**config.mk**
```make
export PLATFORM = sky130hd
export DESIGN_NAME = avalon_len_limiter_flat
export DESIGN_NICKNAME = d
export VERILOG_FILES = /design/src/rtl/avalon_len_limiter_pkg.sv /design/src/rtl/avalon_st_if.sv /design/src/rtl/sat_counter.sv /design/src/rtl/avalon_len_limiter.sv /design/src/flat_wrapper.sv
export SDC_FILE = /design/constraint.sdc
export NUM_CORES = 1
export LEC_CHECK = 0
export CAP_MARGIN = 20
export CORE_UTILIZATION = 35
export DETAILED_ROUTE_END_ITERATION = 6
export PLACE_DENSITY = 0.76
export SLEW_MARGIN = 10
export SYNTH_ARGS = -nofsm -noshare
export SYNTH_HDL_FRONTEND = slang
export SYNTH_SLANG_ARGS = --single-unit
```
**constraint.sdc**
```tcl
create_clock -name clk -period 2.2 [get_ports clk]
set_clock_uncertainty 0.2 [all_clocks]
set_input_delay 0.44 -clock clk [delete_from_list [all_inputs] [get_ports clk]]
set_output_delay 0.44 -clock clk [all_outputs]
set_load 0.02 [all_outputs]
```
**src/rtl/avalon_len_limiter_pkg.sv**
```systemverilog
// Shared types and constants for the Avalon-ST packet length limiter.
package avalon_len_limiter_pkg;

  typedef enum logic [1:0] {
    IDLE,
    IN_PKT,
    DROP
  } len_lim_state_t;

  localparam int unsigned STATS_W = 32;

endpackage

```
**src/rtl/avalon_st_if.sv**
```systemverilog
// Avalon-ST bundle: valid/rdy handshake with packet framing, data and empty.
interface avalon_st_if #(
  parameter int unsigned DATA_W  = 32,
  parameter int unsigned EMPTY_W = 2
);

  logic               valid;
  logic               rdy;
  logic               sop;
  logic               eop;
  logic [DATA_W-1:0]  data;
  logic [EMPTY_W-1:0] empty;

  modport master (output valid, sop, eop, data, empty, input rdy);
  modport slave  (input valid, sop, eop, data, empty, output rdy);

endinterface

```
**src/rtl/sat_counter.sv**
```systemverilog
// Saturating up-counter with synchronous clear; holds at all-ones.
module sat_counter #(
  parameter int unsigned WIDTH = 32
) (
  input  logic             clk,
  input  logic             rst,
  input  logic             inc,
  input  logic             clr,
  output logic [WIDTH-1:0] cnt
);

  logic [WIDTH-1:0] cnt_q;

  always_ff @(posedge clk or negedge rst) begin
    if (!rst) begin
      cnt_q <= '0;
    end else if (clr) begin
      cnt_q <= '0;
    end else if (inc && (cnt_q != '1)) begin
      cnt_q <= cnt_q + WIDTH'(1);
    end
  end

  assign cnt = cnt_q;

endmodule

```
**src/rtl/avalon_len_limiter.sv**
```systemverilog
// Zero-latency Avalon-ST length limiter: truncates packets at MAX_LEN, flags packets under MIN_LEN.
// Optional packet/truncation counters under AVALON_LEN_LIMITER_STATS_EN.
module avalon_len_limiter
  import avalon_len_limiter_pkg::*;
#(
  parameter  int unsigned MAX_LEN = 256,
  parameter  int unsigned MIN_LEN = 1,
  localparam int unsigned CNT_W   = $clog2(MAX_LEN + 1)
) (
  input  logic               clk,
  input  logic               rst,
  avalon_st_if.slave         in_st,
  avalon_st_if.master        out_st,
  output logic               truncated_indc,
  output logic               short_pkt_indc
`ifdef AVALON_LEN_LIMITER_STATS_EN
  ,
  output logic [STATS_W-1:0] pkt_cnt,
  output logic [STATS_W-1:0] trunc_cnt
`endif
);

  len_lim_state_t   state_q, state_d;
  logic [CNT_W-1:0] beat_cnt_q, beat_cnt_d;
  logic [CNT_W:0]   beat_num;
  logic             at_max;
  logic             fwd;
  logic             accept;
  logic             trunc_d, short_d;

  always_comb begin
    state_d    = state_q;
    beat_cnt_d = beat_cnt_q;
    trunc_d    = 1'b0;
    short_d    = 1'b0;

    // 1-based position this beat would occupy in the output packet
    beat_num = (state_q == IDLE) ? (CNT_W + 1)'(1) : {1'b0, beat_cnt_q} + (CNT_W + 1)'(1);
    at_max   = (beat_num == (CNT_W + 1)'(MAX_LEN));

    unique case (state_q)
      IDLE:    fwd = in_st.sop;
      IN_PKT:  fwd = 1'b1;
      DROP:    fwd = 1'b0;
      default: fwd = 1'b0;
    endcase

    in_st.rdy    = fwd ? out_st.rdy : 1'b1;
    out_st.valid = in_st.valid & fwd;
    out_st.sop   = out_st.valid & (state_q == IDLE);
    out_st.eop   = out_st.valid & (in_st.eop | at_max);
    out_st.data  = out_st.valid ? in_st.data : '0;
    // a forced eop always closes a full final word
    out_st.empty = (out_st.valid & in_st.eop) ? in_st.empty : '0;

    accept = in_st.valid & in_st.rdy;

    if (accept) begin
      if (fwd) begin
        beat_cnt_d = beat_num[CNT_W-1:0];
        if (in_st.eop) begin
          state_d = IDLE;
          short_d = (beat_num < (CNT_W + 1)'(MIN_LEN));
        end else if (at_max) begin
          state_d = DROP;
          trunc_d = 1'b1;
        end else begin
          state_d = IN_PKT;
        end
      end else if ((state_q == DROP) && in_st.eop) begin
        state_d    = IDLE;
        beat_cnt_d = '0;
      end
    end
  end

  always_ff @(posedge clk or negedge rst) begin
    if (!rst) begin
      state_q        <= IDLE;
      beat_cnt_q     <= '0;
      truncated_indc <= 1'b0;
      short_pkt_indc <= 1'b0;
    end else begin
      state_q        <= state_d;
      beat_cnt_q     <= beat_cnt_d;
      truncated_indc <= trunc_d;
      short_pkt_indc <= short_d;
    end
  end

`ifdef AVALON_LEN_LIMITER_STATS_EN
  logic pkt_inc;
  assign pkt_inc = out_st.valid & out_st.rdy & out_st.eop;

  sat_counter #(
    .WIDTH (STATS_W)
  ) u_pkt_cnt (
    .clk (clk),
    .rst (rst),
    .inc (pkt_inc),
    .clr (1'b0),
    .cnt (pkt_cnt)
  );

  sat_counter #(
    .WIDTH (STATS_W)
  ) u_trunc_cnt (
    .clk (clk),
    .rst (rst),
    .inc (trunc_d),
    .clr (1'b0),
    .cnt (trunc_cnt)
  );
`endif

endmodule

```
**src/flat_wrapper.sv**
```systemverilog
// flat-port wrapper written by rule: the top's interface ports become plain ports
module avalon_len_limiter_flat import avalon_len_limiter_pkg::*;
#(
  parameter  int unsigned MAX_LEN = 256,
  parameter  int unsigned MIN_LEN = 1,
  localparam int unsigned CNT_W   = $clog2(MAX_LEN + 1)
)
  (clk, rst, truncated_indc, short_pkt_indc, in_st_valid, in_st_sop, in_st_eop, in_st_data, in_st_empty, in_st_rdy, out_st_valid, out_st_sop, out_st_eop, out_st_data, out_st_empty, out_st_rdy);
  avalon_st_if #(.DATA_W(16), .EMPTY_W(2)) in_st_i ();
  avalon_st_if #(.DATA_W(16), .EMPTY_W(2)) out_st_i ();
  input  logic clk;
  input  logic rst;
  output logic truncated_indc;
  output logic short_pkt_indc;
  input wire logic [$bits(in_st_i.valid)-1:0] in_st_valid;
  input wire logic [$bits(in_st_i.sop)-1:0] in_st_sop;
  input wire logic [$bits(in_st_i.eop)-1:0] in_st_eop;
  input wire logic [$bits(in_st_i.data)-1:0] in_st_data;
  input wire logic [$bits(in_st_i.empty)-1:0] in_st_empty;
  output wire logic [$bits(in_st_i.rdy)-1:0] in_st_rdy;
  output wire logic [$bits(out_st_i.valid)-1:0] out_st_valid;
  output wire logic [$bits(out_st_i.sop)-1:0] out_st_sop;
  output wire logic [$bits(out_st_i.eop)-1:0] out_st_eop;
  output wire logic [$bits(out_st_i.data)-1:0] out_st_data;
  output wire logic [$bits(out_st_i.empty)-1:0] out_st_empty;
  input wire logic [$bits(out_st_i.rdy)-1:0] out_st_rdy;
  assign in_st_i.valid = in_st_valid;
  assign in_st_i.sop = in_st_sop;
  assign in_st_i.eop = in_st_eop;
  assign in_st_i.data = in_st_data;
  assign in_st_i.empty = in_st_empty;
  assign in_st_rdy = in_st_i.rdy;
  assign out_st_valid = out_st_i.valid;
  assign out_st_sop = out_st_i.sop;
  assign out_st_eop = out_st_i.eop;
  assign out_st_data = out_st_i.data;
  assign out_st_empty = out_st_i.empty;
  assign out_st_i.rdy = out_st_rdy;
  avalon_len_limiter #(.MAX_LEN(MAX_LEN), .MIN_LEN(MIN_LEN)) u_core (.clk(clk), .rst(rst), .in_st(in_st_i), .out_st(out_st_i), .truncated_indc(truncated_indc), .short_pkt_indc(short_pkt_indc));
endmodule
```
==> results of run 1 <==
flip-flops by register name, summed over array words and instances, names as in the netlist:
name / cells
u_core.beat_cnt_q: 9
u_core.short_pkt_indc: 1
u_core.state_q: 2
u_core.truncated_indc: 1
logic make-up after synthesis:
kind of cell | count (synthesis)
AND/OR/NAND/NOR | 62
flip-flops | 13
adder cells (fa/ha/maj) | 1
XOR/XNOR | 3
buffers and inverters | 8
multiplexers | 1
AO/OA/AOI/OAI | 24
cell usage after synthesis (all sizes together), types with 2 or more instances:
| library cell | number | area share (%) |
|---|---|---|
| a21oi | 2 | 1.1 |
| and3 | 21 | 14 |
| and2 | 3 | 2.0 |
| nor2 | 7 | 2.8 |
| o31ai | 4 | 3.8 |
| nand2 | 9 | 3.6 |
| dfrtp | 13 | 35 |
| nor3 | 2 | 1.1 |
| nor2b | 3 | 2.0 |
| nand2b | 3 | 2.0 |
| clkbuf | 7 | 3.1 |
| o21ai | 12 | 6.5 |
| nand4 | 3 | 2.0 |
| nand3 | 2 | 1.1 |
| xnor2 | 2 | 1.9 |
timing repair:
action	4_1_cts	5_1_grt
gates cloned	0	0
hold buffers	0	0
resized for setup	101	15
pin swaps	8	2
buffers inserted	3	3
setup endpoints to repair	24	24
worst max-delay path: cells and delay by family (launching register included):
kind	cells	cell delay, ns
AO/OA/AOI/OAI	1	0.17
XOR/XNOR	1	0.14
adder cells (fa/ha/maj)	1	0.19
buffers and inverters	2	0.25
flip-flops	1	0.42
AND/OR/NAND/NOR	3	0.42
power by group:
part | total [mW] | internal, mW | switching [mW]
clock network | 0.153 | 0.0705 | 0.0824
registers | 0.290 | 0.263 | 0.0269
logic | 0.417 | 0.220 | 0.197
layout by cell type, fill, tap and decap left out, drive strengths merged, types with 4 or more instances in the layout:
master	count
dfrtp	13
o31ai	4
o21ai	12
buf	55
nor2	7
clkdlybuf4s50	24
clkbuf	6
and3	21
nand2	9
path summary, 6_finish.rpt:
check / start / endpoint / slack, ns / depth (start not counted)
hold reg to reg: u_core.beat_cnt_q[8]$_DFFE_PN0P_ / u_core.beat_cnt_q[8]$_DFFE_PN0P_ / 0.34 / 1
setup reg to reg: u_core.beat_cnt_q[0]$_DFFE_PN0P_ / u_core.state_q[1]$_DFFE_PN0P_ / 0.01 / 8
min in group clk: u_core.beat_cnt_q[8]$_DFFE_PN0P_ / u_core.beat_cnt_q[8]$_DFFE_PN0P_ / 0.34 / 1
max in group asynchronous: rst / u_core.beat_cnt_q[3]$_DFFE_PN0P_ / 1.05 / 1
hold / removal: rst / u_core.beat_cnt_q[0]$_DFFE_PN0P_ / 0.34 / 1
setup / recovery: u_core.beat_cnt_q[0]$_DFFE_PN0P_ / out_st_eop / -0.31 / 8
metrics by stage:
stage	power [mW]	setup WS, ns	cell area, sq um	hold WS [ns]	utilization [%]
global placement	0.674	-0.589	1660	0.296	66.6
global route	0.906	-0.433	1730	0.368	69.2
detailed placement	0.694	-0.650	1660	0.329	66.6
floorplan	0.473	-0.0240	947	-0.0556	-
CTS	0.836	-0.296	1660	0.337	66.4
finish	0.860	-0.310	1730	0.335	69.2
cell type report:
cell class / instances / share of cell area, %
tap: 30 / 2.17
multi-input combinational: 91 / 38.1
timing repair buffer: 82 / 39.1
inverter: 1 / 0.217
sequential: 13 / 18.8
clock buffer: 4 / 1.52
layer usage:
layer	share of wire (%)	track usage, %
met4	2.1	11.4
met5	0	0
met3	2.5	6.03
met2	53	42.7
met1	42	26.6
==> flow_metrics.tcl, run 1 <==
set metrics [dict create \
    status "complete, but fails checks" \
    violations "negative setup slack" \
    maxCapViolations 0 \
    path_class "reg -> out" \
    cts_tree "done" \
    powerDensity_nw_per_um2 497 \
    synth_top_family_by_area "simple AND/OR/NAND/NOR gates" \
    vias 1163 \
    critPathCaptureType "primary output" \
    drc_errors 0 \
    globalRouteOverflowTotal 0 \
    dieArea_sq_um 2860 \
    drtAntennaViolNets 0 \
    slowest_stage "dfrtp_1" \
    syn_area_per_cell_sq_um 8.29 \
    hold_path.class "in -> async" \
    ios 48 \
    critPathArrivalTime_ns 1.87 \
    synth_simple_gate_area_share_pct 39.2 \
    insertedDiodeCount 0 \
    synthAdderAreaFrac_pct 1.35 \
    grt_max_degree 20 \
    slew_headroom_pct 57.9 \
    required_ns 1.56 \
    synth_compound_area_share_pct 17.0 \
    fin_nets 217 \
    ys.flop_type "dfrtp_1" \
    timing.fmax_mhz 398 \
    clk_latency_ns 0.29 \
    yosysSeqAreaShare_pct 35.0 \
    wire_per_inst_um 15.1 \
    period_minus_slack_ns 2.51 \
    finalNonFillerCells 221 \
    clk_pin_slew_worst_paths_ns 0.08 \
    setup_viol 1 \
    layout-drive-gt1-share_pct 41.4 \
    cts_sinks 13 \
    dp_cells 212 \
    yosysWarnings 0 \
    coreArea_sq_um 2500 \
    antenna_found_initial 0 \
    cts_max_level 1 \
    peakVddDrop_uv 438 \
    synth_cell_types 36 \
    drtIter0Drc 20 \
    tns_ns -0.310 \
    dp_hpwl_um 2430 \
    yosys-mux-area-fraction_pct 1.08 \
    synth_edf_count 0 \
    syn_to_final_growth_pct 86.3 \
    tightest_slew_ns 0.629 \
    grt_pass1_wl_um 4800 \
    leakage_nw 0.858 \
    groute.usage.overall_pct 24.1 \
    ys_seq_elements 13 \
    cp_slowest_stage_delay_ns 0.42 \
    cts.path.max_buffers 2 \
    setup_ws_ns -0.310 \
    crit_chain "ha_4, nand3_2, nor2_4, buf_4, xnor2_1, nor4_2, o21a_2, buf_6" \
    drv_slew 0 \
    grt_pass1_vias 1089 \
    viasPerCell 5.26 \
    io_buffers 47 \
    worst_setup_path_start_kind "register" \
    rows 18 \
    synth_area_sq_um 928 \
    cp_max_fo 4 \
    dr.pass1.iters 4 \
    synthArstFlopShare_pct 100 \
    synth_cells 112 \
    rsz0062_at_grt "yes" \
    cts_buffers 3 \
    multi_input_area_sq_um 659 \
    num-fill-cells 198 \
    drt-total-wl_um 3340 \
    min_period_over_period_pct 114 \
    die_x_um 53.5 \
    gp_congestion 0.788 \
    synth_fp_nets 137 \
    hold_viol 0 \
    cts_root_buf "clkbuf_4" \
    synthXorXnorAreaFrac_pct 2.83 \
    regArea_sq_um 325 \
    start_util_pct 37.1 \
    die_y_um 53.5 \
]
No activity file was read; power rests on OpenSTA's default activity.
==> run 2, diff against run 1 <==
--- a/config.mk
+++ b/config.mk
@@ -7,6 +7,7 @@
 export LEC_CHECK = 0
 export CAP_MARGIN = 20
 export CORE_UTILIZATION = 35
+export CTS_CLUSTER_DIAMETER = 200
 export DETAILED_ROUTE_END_ITERATION = 6
 export PLACE_DENSITY = 0.76
 export SLEW_MARGIN = 10
==> results of run 2 <==
The final DEF is identical to that of run 1; final timing and power are the same.
